### config.mk
export PLATFORM = sky130hd
export DESIGN_NAME = wb_rr_arbiter_flat
export DESIGN_NICKNAME = d
export VERILOG_FILES = /design/src/rtl/wb_rr_arbiter_if.sv /design/src/rtl/wb_rr_arbiter.sv /design/src/flat_wrapper.sv
export SDC_FILE = /design/constraint.sdc
export NUM_CORES = 1
export LEC_CHECK = 0
export CAP_MARGIN = 20
export CORE_ASPECT_RATIO = 1.4
export CORE_MARGIN = 10
export CORE_UTILIZATION = 20
export CTS_BUF_LIST = sky130_fd_sc_hd__clkbuf_4 sky130_fd_sc_hd__clkbuf_8
export CTS_CLUSTER_DIAMETER = 30
export CTS_CLUSTER_SIZE = 10
export DETAILED_ROUTE_END_ITERATION = 8
export PLACE_DENSITY = 0.79
export SLEW_MARGIN = 30
export SYNTH_ARGS = -nofsm -noshare
export SYNTH_HDL_FRONTEND = slang
export SYNTH_SLANG_ARGS = --single-unit
### constraint.sdc
create_clock -name wb_clk_i -period 1.3 [get_ports wb_clk_i]
set_clock_uncertainty 0.2 [all_clocks]
set_input_delay 0.13 -clock wb_clk_i [delete_from_list [all_inputs] [get_ports wb_clk_i]]
set_output_delay 0.13 -clock wb_clk_i [all_outputs]
set_load 0.03 [all_outputs]
### src/rtl/wb_rr_arbiter_if.sv
// Bus bundle between NUM_MASTERS pipelined Wishbone masters, the arbiter and one slave.
// Modport master is the arbiter's view; modport slave is the view of the surrounding masters/slave.
interface wb_rr_arbiter_if #(
  parameter int NUM_MASTERS   = 2,
  parameter int WB_BUS_WIDTH  = 16,
  parameter int WB_ADDR_WIDTH = 32
);
  localparam int WB_SEL_WIDTH = WB_BUS_WIDTH / 8;

  logic [NUM_MASTERS-1:0]               m_cyc_i;
  logic [NUM_MASTERS-1:0]               m_stb_i;
  logic [NUM_MASTERS-1:0]               m_we_i;
  logic [NUM_MASTERS*WB_ADDR_WIDTH-1:0] m_addr_i;
  logic [NUM_MASTERS*WB_BUS_WIDTH-1:0]  m_data_i;
  logic [NUM_MASTERS*WB_SEL_WIDTH-1:0]  m_sel_i;
  logic [WB_BUS_WIDTH-1:0]              m_data_o;
  logic [NUM_MASTERS-1:0]               m_ack_o;
  logic [NUM_MASTERS-1:0]               m_err_o;
  logic [NUM_MASTERS-1:0]               m_rty_o;
  logic [NUM_MASTERS-1:0]               m_stall_o;

  logic                                 s_cyc_o;
  logic                                 s_stb_o;
  logic                                 s_we_o;
  logic [WB_ADDR_WIDTH-1:0]             s_addr_o;
  logic [WB_BUS_WIDTH-1:0]              s_data_o;
  logic [WB_SEL_WIDTH-1:0]              s_sel_o;
  logic [WB_BUS_WIDTH-1:0]              s_data_i;
  logic                                 s_ack_i;
  logic                                 s_err_i;
  logic                                 s_rty_i;
  logic                                 s_stall_i;

  modport master (
    input  m_cyc_i, m_stb_i, m_we_i, m_addr_i, m_data_i, m_sel_i,
    output m_data_o, m_ack_o, m_err_o, m_rty_o, m_stall_o,
    output s_cyc_o, s_stb_o, s_we_o, s_addr_o, s_data_o, s_sel_o,
    input  s_data_i, s_ack_i, s_err_i, s_rty_i, s_stall_i
  );

  modport slave (
    output m_cyc_i, m_stb_i, m_we_i, m_addr_i, m_data_i, m_sel_i,
    input  m_data_o, m_ack_o, m_err_o, m_rty_o, m_stall_o,
    input  s_cyc_o, s_stb_o, s_we_o, s_addr_o, s_data_o, s_sel_o,
    output s_data_i, s_ack_i, s_err_i, s_rty_i, s_stall_i
  );
endinterface

### src/rtl/wb_rr_arbiter.sv
// Round-robin Wishbone pipelined arbiter: grant held for the owner's whole cyc, one idle cycle between owners.
// Optional watchdog enabled by defining WB_ARB_TIMEOUT_EN (limit TIMEOUT_CYCLES, 8-bit counter).
module wb_rr_arbiter #(
  parameter int NUM_MASTERS    = 2,
  parameter int WB_BUS_WIDTH   = 16,
  parameter int WB_ADDR_WIDTH  = 32,
  parameter int TIMEOUT_CYCLES = 255
) (
  input  logic                   wb_clk_i,
  input  logic                   wb_reset_i,
  wb_rr_arbiter_if.master        bus,
  output logic [NUM_MASTERS-1:0] grant_o
);
  localparam int WB_SEL_WIDTH = WB_BUS_WIDTH / 8;
  localparam int IDX_W        = (NUM_MASTERS > 1) ? $clog2(NUM_MASTERS) : 1;

  if (NUM_MASTERS < 2 || NUM_MASTERS > 8 || TIMEOUT_CYCLES < 1 || TIMEOUT_CYCLES > 255) begin : g_bad_params
    $error("wb_rr_arbiter: parameter out of range");
  end

  typedef enum logic {IDLE, GRANTED} state_t;

  state_t                 state;
  logic [IDX_W-1:0]       owner;
  logic [IDX_W-1:0]       last;
  logic [IDX_W-1:0]       cand;
  logic [IDX_W-1:0]       next_owner;
  logic                   next_valid;
  logic [NUM_MASTERS-1:0] req;
  logic                   timeout;
  logic                   owned;

  assign owned = (state == GRANTED);

`ifdef WB_ARB_TIMEOUT_EN
  logic [7:0]             wd_cnt;
  logic [NUM_MASTERS-1:0] blocked;
  logic                   resp;

  assign resp    = bus.s_ack_i | bus.s_err_i | bus.s_rty_i;
  // A timed-out master stays masked until it lets go of cyc for a cycle.
  assign req     = bus.m_cyc_i & ~blocked;
  assign timeout = owned && bus.m_cyc_i[owner] && !resp &&
                   (wd_cnt == 8'(TIMEOUT_CYCLES - 1));

  always_ff @(posedge wb_clk_i) begin
    if (wb_reset_i) begin
      wd_cnt  <= '0;
      blocked <= '0;
    end else begin
      blocked <= blocked & bus.m_cyc_i;
      if (timeout) blocked[owner] <= 1'b1;
      if (!owned || resp) wd_cnt <= '0;
      else if (bus.m_cyc_i[owner]) wd_cnt <= wd_cnt + 8'd1;
    end
  end
`else
  assign req     = bus.m_cyc_i;
  assign timeout = 1'b0;
`endif

  // Search upward from last+1, wrapping, for the first active request.
  always_comb begin
    next_valid = 1'b0;
    next_owner = '0;
    cand       = '0;
    for (int unsigned k = 1; k <= NUM_MASTERS; k++) begin
      cand = IDX_W'((32'(last) + k) % NUM_MASTERS);
      if (!next_valid && req[cand]) begin
        next_valid = 1'b1;
        next_owner = cand;
      end
    end
  end

  always_ff @(posedge wb_clk_i) begin
    if (wb_reset_i) begin
      state   <= IDLE;
      owner   <= '0;
      last    <= IDX_W'(NUM_MASTERS - 1);
      grant_o <= '0;
    end else begin
      case (state)
        IDLE: begin
          if (next_valid) begin
            state   <= GRANTED;
            owner   <= next_owner;
            grant_o <= NUM_MASTERS'(1) << next_owner;
          end
        end
        GRANTED: begin
          if (!bus.m_cyc_i[owner] || timeout) begin
            state   <= IDLE;
            last    <= owner;
            grant_o <= '0;
          end
        end
        default: state <= IDLE;
      endcase
    end
  end

  assign bus.m_data_o = bus.s_data_i;

  always_comb begin
    bus.s_cyc_o   = 1'b0;
    bus.s_stb_o   = 1'b0;
    bus.s_we_o    = 1'b0;
    bus.s_addr_o  = '0;
    bus.s_data_o  = '0;
    bus.s_sel_o   = '0;
    bus.m_ack_o   = '0;
    bus.m_err_o   = '0;
    bus.m_rty_o   = '0;
    bus.m_stall_o = '1;
    for (int unsigned i = 0; i < NUM_MASTERS; i++) begin
      if (owned && owner == IDX_W'(i)) begin
        bus.s_cyc_o      = bus.m_cyc_i[i] & ~timeout;
        bus.s_stb_o      = bus.m_stb_i[i] & ~timeout;
        bus.s_we_o       = bus.m_we_i[i];
        bus.s_addr_o     = bus.m_addr_i[i*WB_ADDR_WIDTH +: WB_ADDR_WIDTH];
        bus.s_data_o     = bus.m_data_i[i*WB_BUS_WIDTH +: WB_BUS_WIDTH];
        bus.s_sel_o      = bus.m_sel_i[i*WB_SEL_WIDTH +: WB_SEL_WIDTH];
        bus.m_ack_o[i]   = bus.s_ack_i;
        bus.m_err_o[i]   = bus.s_err_i | timeout;
        bus.m_rty_o[i]   = bus.s_rty_i;
        bus.m_stall_o[i] = bus.s_stall_i;
      end
    end
  end
endmodule

### src/flat_wrapper.sv
// flat-port wrapper written by rule: the top's interface ports become plain ports
module wb_rr_arbiter_flat 
#(
  parameter int NUM_MASTERS    = 2,
  parameter int WB_BUS_WIDTH   = 16,
  parameter int WB_ADDR_WIDTH  = 32,
  parameter int TIMEOUT_CYCLES = 255
)
  (wb_clk_i, wb_reset_i, grant_o, bus_m_cyc_i, bus_m_stb_i, bus_m_we_i, bus_m_addr_i, bus_m_data_i, bus_m_sel_i, bus_m_data_o, bus_m_ack_o, bus_m_err_o, bus_m_rty_o, bus_m_stall_o, bus_s_cyc_o, bus_s_stb_o, bus_s_we_o, bus_s_addr_o, bus_s_data_o, bus_s_sel_o, bus_s_data_i, bus_s_ack_i, bus_s_err_i, bus_s_rty_i, bus_s_stall_i);
  wb_rr_arbiter_if #(.NUM_MASTERS(NUM_MASTERS), .WB_BUS_WIDTH(WB_BUS_WIDTH), .WB_ADDR_WIDTH(WB_ADDR_WIDTH)) bus_i ();
  input  logic wb_clk_i;
  input  logic wb_reset_i;
  output logic [NUM_MASTERS-1:0] grant_o;
  input wire logic [$bits(bus_i.m_cyc_i)-1:0] bus_m_cyc_i;
  input wire logic [$bits(bus_i.m_stb_i)-1:0] bus_m_stb_i;
  input wire logic [$bits(bus_i.m_we_i)-1:0] bus_m_we_i;
  input wire logic [$bits(bus_i.m_addr_i)-1:0] bus_m_addr_i;
  input wire logic [$bits(bus_i.m_data_i)-1:0] bus_m_data_i;
  input wire logic [$bits(bus_i.m_sel_i)-1:0] bus_m_sel_i;
  output wire logic [$bits(bus_i.m_data_o)-1:0] bus_m_data_o;
  output wire logic [$bits(bus_i.m_ack_o)-1:0] bus_m_ack_o;
  output wire logic [$bits(bus_i.m_err_o)-1:0] bus_m_err_o;
  output wire logic [$bits(bus_i.m_rty_o)-1:0] bus_m_rty_o;
  output wire logic [$bits(bus_i.m_stall_o)-1:0] bus_m_stall_o;
  output wire logic [$bits(bus_i.s_cyc_o)-1:0] bus_s_cyc_o;
  output wire logic [$bits(bus_i.s_stb_o)-1:0] bus_s_stb_o;
  output wire logic [$bits(bus_i.s_we_o)-1:0] bus_s_we_o;
  output wire logic [$bits(bus_i.s_addr_o)-1:0] bus_s_addr_o;
  output wire logic [$bits(bus_i.s_data_o)-1:0] bus_s_data_o;
  output wire logic [$bits(bus_i.s_sel_o)-1:0] bus_s_sel_o;
  input wire logic [$bits(bus_i.s_data_i)-1:0] bus_s_data_i;
  input wire logic [$bits(bus_i.s_ack_i)-1:0] bus_s_ack_i;
  input wire logic [$bits(bus_i.s_err_i)-1:0] bus_s_err_i;
  input wire logic [$bits(bus_i.s_rty_i)-1:0] bus_s_rty_i;
  input wire logic [$bits(bus_i.s_stall_i)-1:0] bus_s_stall_i;
  assign bus_i.m_cyc_i = bus_m_cyc_i;
  assign bus_i.m_stb_i = bus_m_stb_i;
  assign bus_i.m_we_i = bus_m_we_i;
  assign bus_i.m_addr_i = bus_m_addr_i;
  assign bus_i.m_data_i = bus_m_data_i;
  assign bus_i.m_sel_i = bus_m_sel_i;
  assign bus_m_data_o = bus_i.m_data_o;
  assign bus_m_ack_o = bus_i.m_ack_o;
  assign bus_m_err_o = bus_i.m_err_o;
  assign bus_m_rty_o = bus_i.m_rty_o;
  assign bus_m_stall_o = bus_i.m_stall_o;
  assign bus_s_cyc_o = bus_i.s_cyc_o;
  assign bus_s_stb_o = bus_i.s_stb_o;
  assign bus_s_we_o = bus_i.s_we_o;
  assign bus_s_addr_o = bus_i.s_addr_o;
  assign bus_s_data_o = bus_i.s_data_o;
  assign bus_s_sel_o = bus_i.s_sel_o;
  assign bus_i.s_data_i = bus_s_data_i;
  assign bus_i.s_ack_i = bus_s_ack_i;
  assign bus_i.s_err_i = bus_s_err_i;
  assign bus_i.s_rty_i = bus_s_rty_i;
  assign bus_i.s_stall_i = bus_s_stall_i;
  wb_rr_arbiter #(.NUM_MASTERS(NUM_MASTERS), .WB_BUS_WIDTH(WB_BUS_WIDTH), .WB_ADDR_WIDTH(WB_ADDR_WIDTH), .TIMEOUT_CYCLES(TIMEOUT_CYCLES)) u_core (.wb_clk_i(wb_clk_i), .wb_reset_i(wb_reset_i), .bus(bus_i), .grant_o(grant_o));
endmodule
==> summary.md, run 1 <==
| Metric | Value |
|---|---|
| Hold-fix buffers, CTS | 0 |
| Hold Path Stages | 0 |
| Synth unique cells | 24 |
| Register area share after synthesis | about 8.2% |
| Die width | around 86 um |
| Final WL | 8.63 mm |
| Clk_lat worst skew | 0.23 ns |
| Pre-CTS setup slack | -0.502 ns |
| CTS buffer count | 3 |
| Crit Path Class | flip-flop to output port |
| Crit path capture type | output port |
| Clock sinks | 5 |
| Area delta synth->final | 245% |
| Overall power | 2.44 mW |
| First-pass GRT wire length | 12.9 mm |
| Number of DRC markers in iteration 0 | 35 |
| Drt pass-1 iters | 4 |
| Mapped cell area | approximately 1200 um^2 |
| Post-synthesis net count | 298 |
| Synth Area in XOR/XNOR | 0% |
| Status | finished, violations left |
| Area after DPL | approximately 3300 um^2 |
| Tmin final | 1.76 ns |
| Bufs on Longest Clock Path | 2 |
| Setup TNS | -24.21 ns |
| Synth area leaders | mux2i_1 43%, nor2_1 17%, buf_4 12%, dfxtp_1 8.2%, buf_8 2.5% |
| # nets final | 491 |
| Commonest non-fill, non-tap cells in the layout | 110 x clkdlybuf4s50_1, 66 x buf_6, 32 x nor2_4 |
| Worst path arrival time | 1.43 ns |
| Hold WS | 0.0600 ns |
| Crit start category | flip-flop |
| GP Congestion | 0.765 |
| Hold WC Path Type | primary input to output port |
| Average cell area after synthesis | 7.19 um^2 |
| Simple-gate share of the synthesized area | 24.6% |
| Crit Path Max Fanout | 16 |
| Largest net degree at the start of global routing | 17 |
| Wire per inst | 20.0 um |
| Synth top area share | 42.6% |
| Synth warn | 0 |
| Chip Height | about 110 um |
| Post-route setup slack | -0.463 ns |
| GR Overflow Total | 0 |
| Synth Area in Adders | 0% |
| EDFF count, synth | 0 |
| Synth Instances | 170 |
| N_diodes | 0 |
| Largest family of logic cells by synthesized area | multiplexers |
| Clk pin slew, worst setup/hold paths | 0.04 ns |
| RSZ-0062 raised after global routing | yes |
| GR Util All Layers | 16.7% |
| Max_slew headroom | 82.1% |
| Power Density | 577 nW/um^2 |
| Mux share of post-synthesis cell area | a little over two fifths |
| CORE AREA | 5900 um^2 |
| Hold Fails Final Rpt | 0 |
| Final setup violation count | 65 |
| Avg Vias per Cell | 4.59 |
| Cell taking the most area after synthesis | mux2i_1 |
| Post-route cell area | around 4200 um^2 |
| Achievable Freq | 0.567 GHz |
| Worst-margin pin slew | 0.268 ns |
| Core Util, Final | 71.5% |
| Required time of the worst setup path | 0.97 ns |
| Inst Count DP | 404 |
| DRC viols | 0 |
| Commonest non-fill, non-tap cell in the layout | clkdlybuf4s50_1 |
| Die Footprint | 9680 um^2 |
| Leakage dissipation | 1.59 nW |
| CTS root buffer | clkbuf_8 |
| Total number of vias | slightly below 2k |
| Share of cells above drive strength 1 | 58.6% |
| Final Non-Filler Cells | 432 |
| H-tree Lvls | 1 |
| Peak VDD IR | 0.000608 V |
| Vias in the first global route | 2300 |
| Reg2Reg Setup Slack | -0.22 ns |
| Ys async rst share | 0% |
| Initial Util | 20.7% |
| CTS tree | built |
| DP HPWL | ~6.3 mm |
| Final Max Tran Viols | 0 |
| Failing checks | negative setup slack |
| Seq cells post-synth | 5 |
| Post-route ant nets | 0 |
| # IOs | between 200 and 250 |
| Initial antenna violation count | 0 |
| Cell Rows | 33 |
| Synth Area in Compound Gates | 4.91% |
| Final Cycle Share | 136% |
| IO Port Bufs | 174 |
| Worst reg-to-reg path cell count | 6 |
| Max-cap viol count | 0 |
| Prevailing post-synth register cell | dfxtp_1 |
per-layer routing:
layer | vias up | routed length, um | GRT usage, %
met5 | - | 0 | 0
met4 | 0 | 130 | 3.19
met3 | 13 | 855 | 5.79
met2 | 111 | 5020 | 33.7
met1 | 909 | 2630 | 15.1
li1 | 948 | - | -
kinds of logic after synthesis:
| group | after synthesis |
|---|---|
| AO/OA/AOI/OAI | 9 |
| multiplexers | 53 |
| flip-flops | 5 |
| AND/OR/NAND/NOR | 71 |
| buffers and inverters | 32 |
state kept, by name, indices dropped and copies added, names as in the netlist:
| register | cells |
|---|---|
| u_core.owner | 1 |
| u_core.owned | 1 |
| u_core.grant_o | 2 |
| u_core.last | 1 |
synthesized netlist by cell type, types with 2 or more instances:
cell type  instances
buf_4             20
dfxtp_1            5
inv_1              2
and2_1             4
and3_1             3
a21oi_1            3
mux2i_1           52
a31oi_1            2
nand3_1            2
buf_8              2
nor2_1            55
clkbuf_1           5
nand2_1            2
nand2b_1           3
power breakdown:
group | switching (mW) | internal (mW) | leakage (nW)
sequential | 0.0160 | 0.169 | 0.0423
combinational | 0.863 | 1.07 | 1.52
clock | 0.0874 | 0.232 | 0.0262
layout make-up:
type	instances	area, um^2
repair buffers	217	2370
flip-flops and latches	5	105
fillers	414	1690
well taps	70	87.6
multi-input cells	133	1600
inverters	3	13.8
clock buffers	4	48.8
final timing paths:
kind,to,start
worst max-delay path,bus_s_addr_o[10],u_core.owner
worst min-delay path,bus_m_data_o[10],bus_s_data_i[10]
worst max register to register,u_core.grant_o[0],u_core.owner
worst min register to register,u_core.grant_o[0],u_core.grant_o[0]
critical path, stage by stage, from the launching register on:
cell and delay (ns):
dfxtp_4 0.37, buf_12 0.15, buf_16 0.19, mux2i_2 0.28, nor2_4 0.04, buf_4 0.17
repair_timing:
action	in CTS	in global routing
resized for setup	197	31
setup endpoints to repair	65	66
setup buffers	16	5
cloned	2	1
pin swaps	7	8
Power figures use the tool's default switching activity.
==> run 2: changes to the inputs <==
--- a/config.mk
+++ b/config.mk
@@ -13,6 +13,7 @@
 export CTS_CLUSTER_DIAMETER = 30
 export CTS_CLUSTER_SIZE = 10
 export DETAILED_ROUTE_END_ITERATION = 8
+export GPL_TIMING_DRIVEN = 1
 export PLACE_DENSITY = 0.79
 export SLEW_MARGIN = 30
 export SYNTH_ARGS = -nofsm -noshare
==> results of run 2 <==
No change in the layout: final DEF, timing and power equal those of run 1.
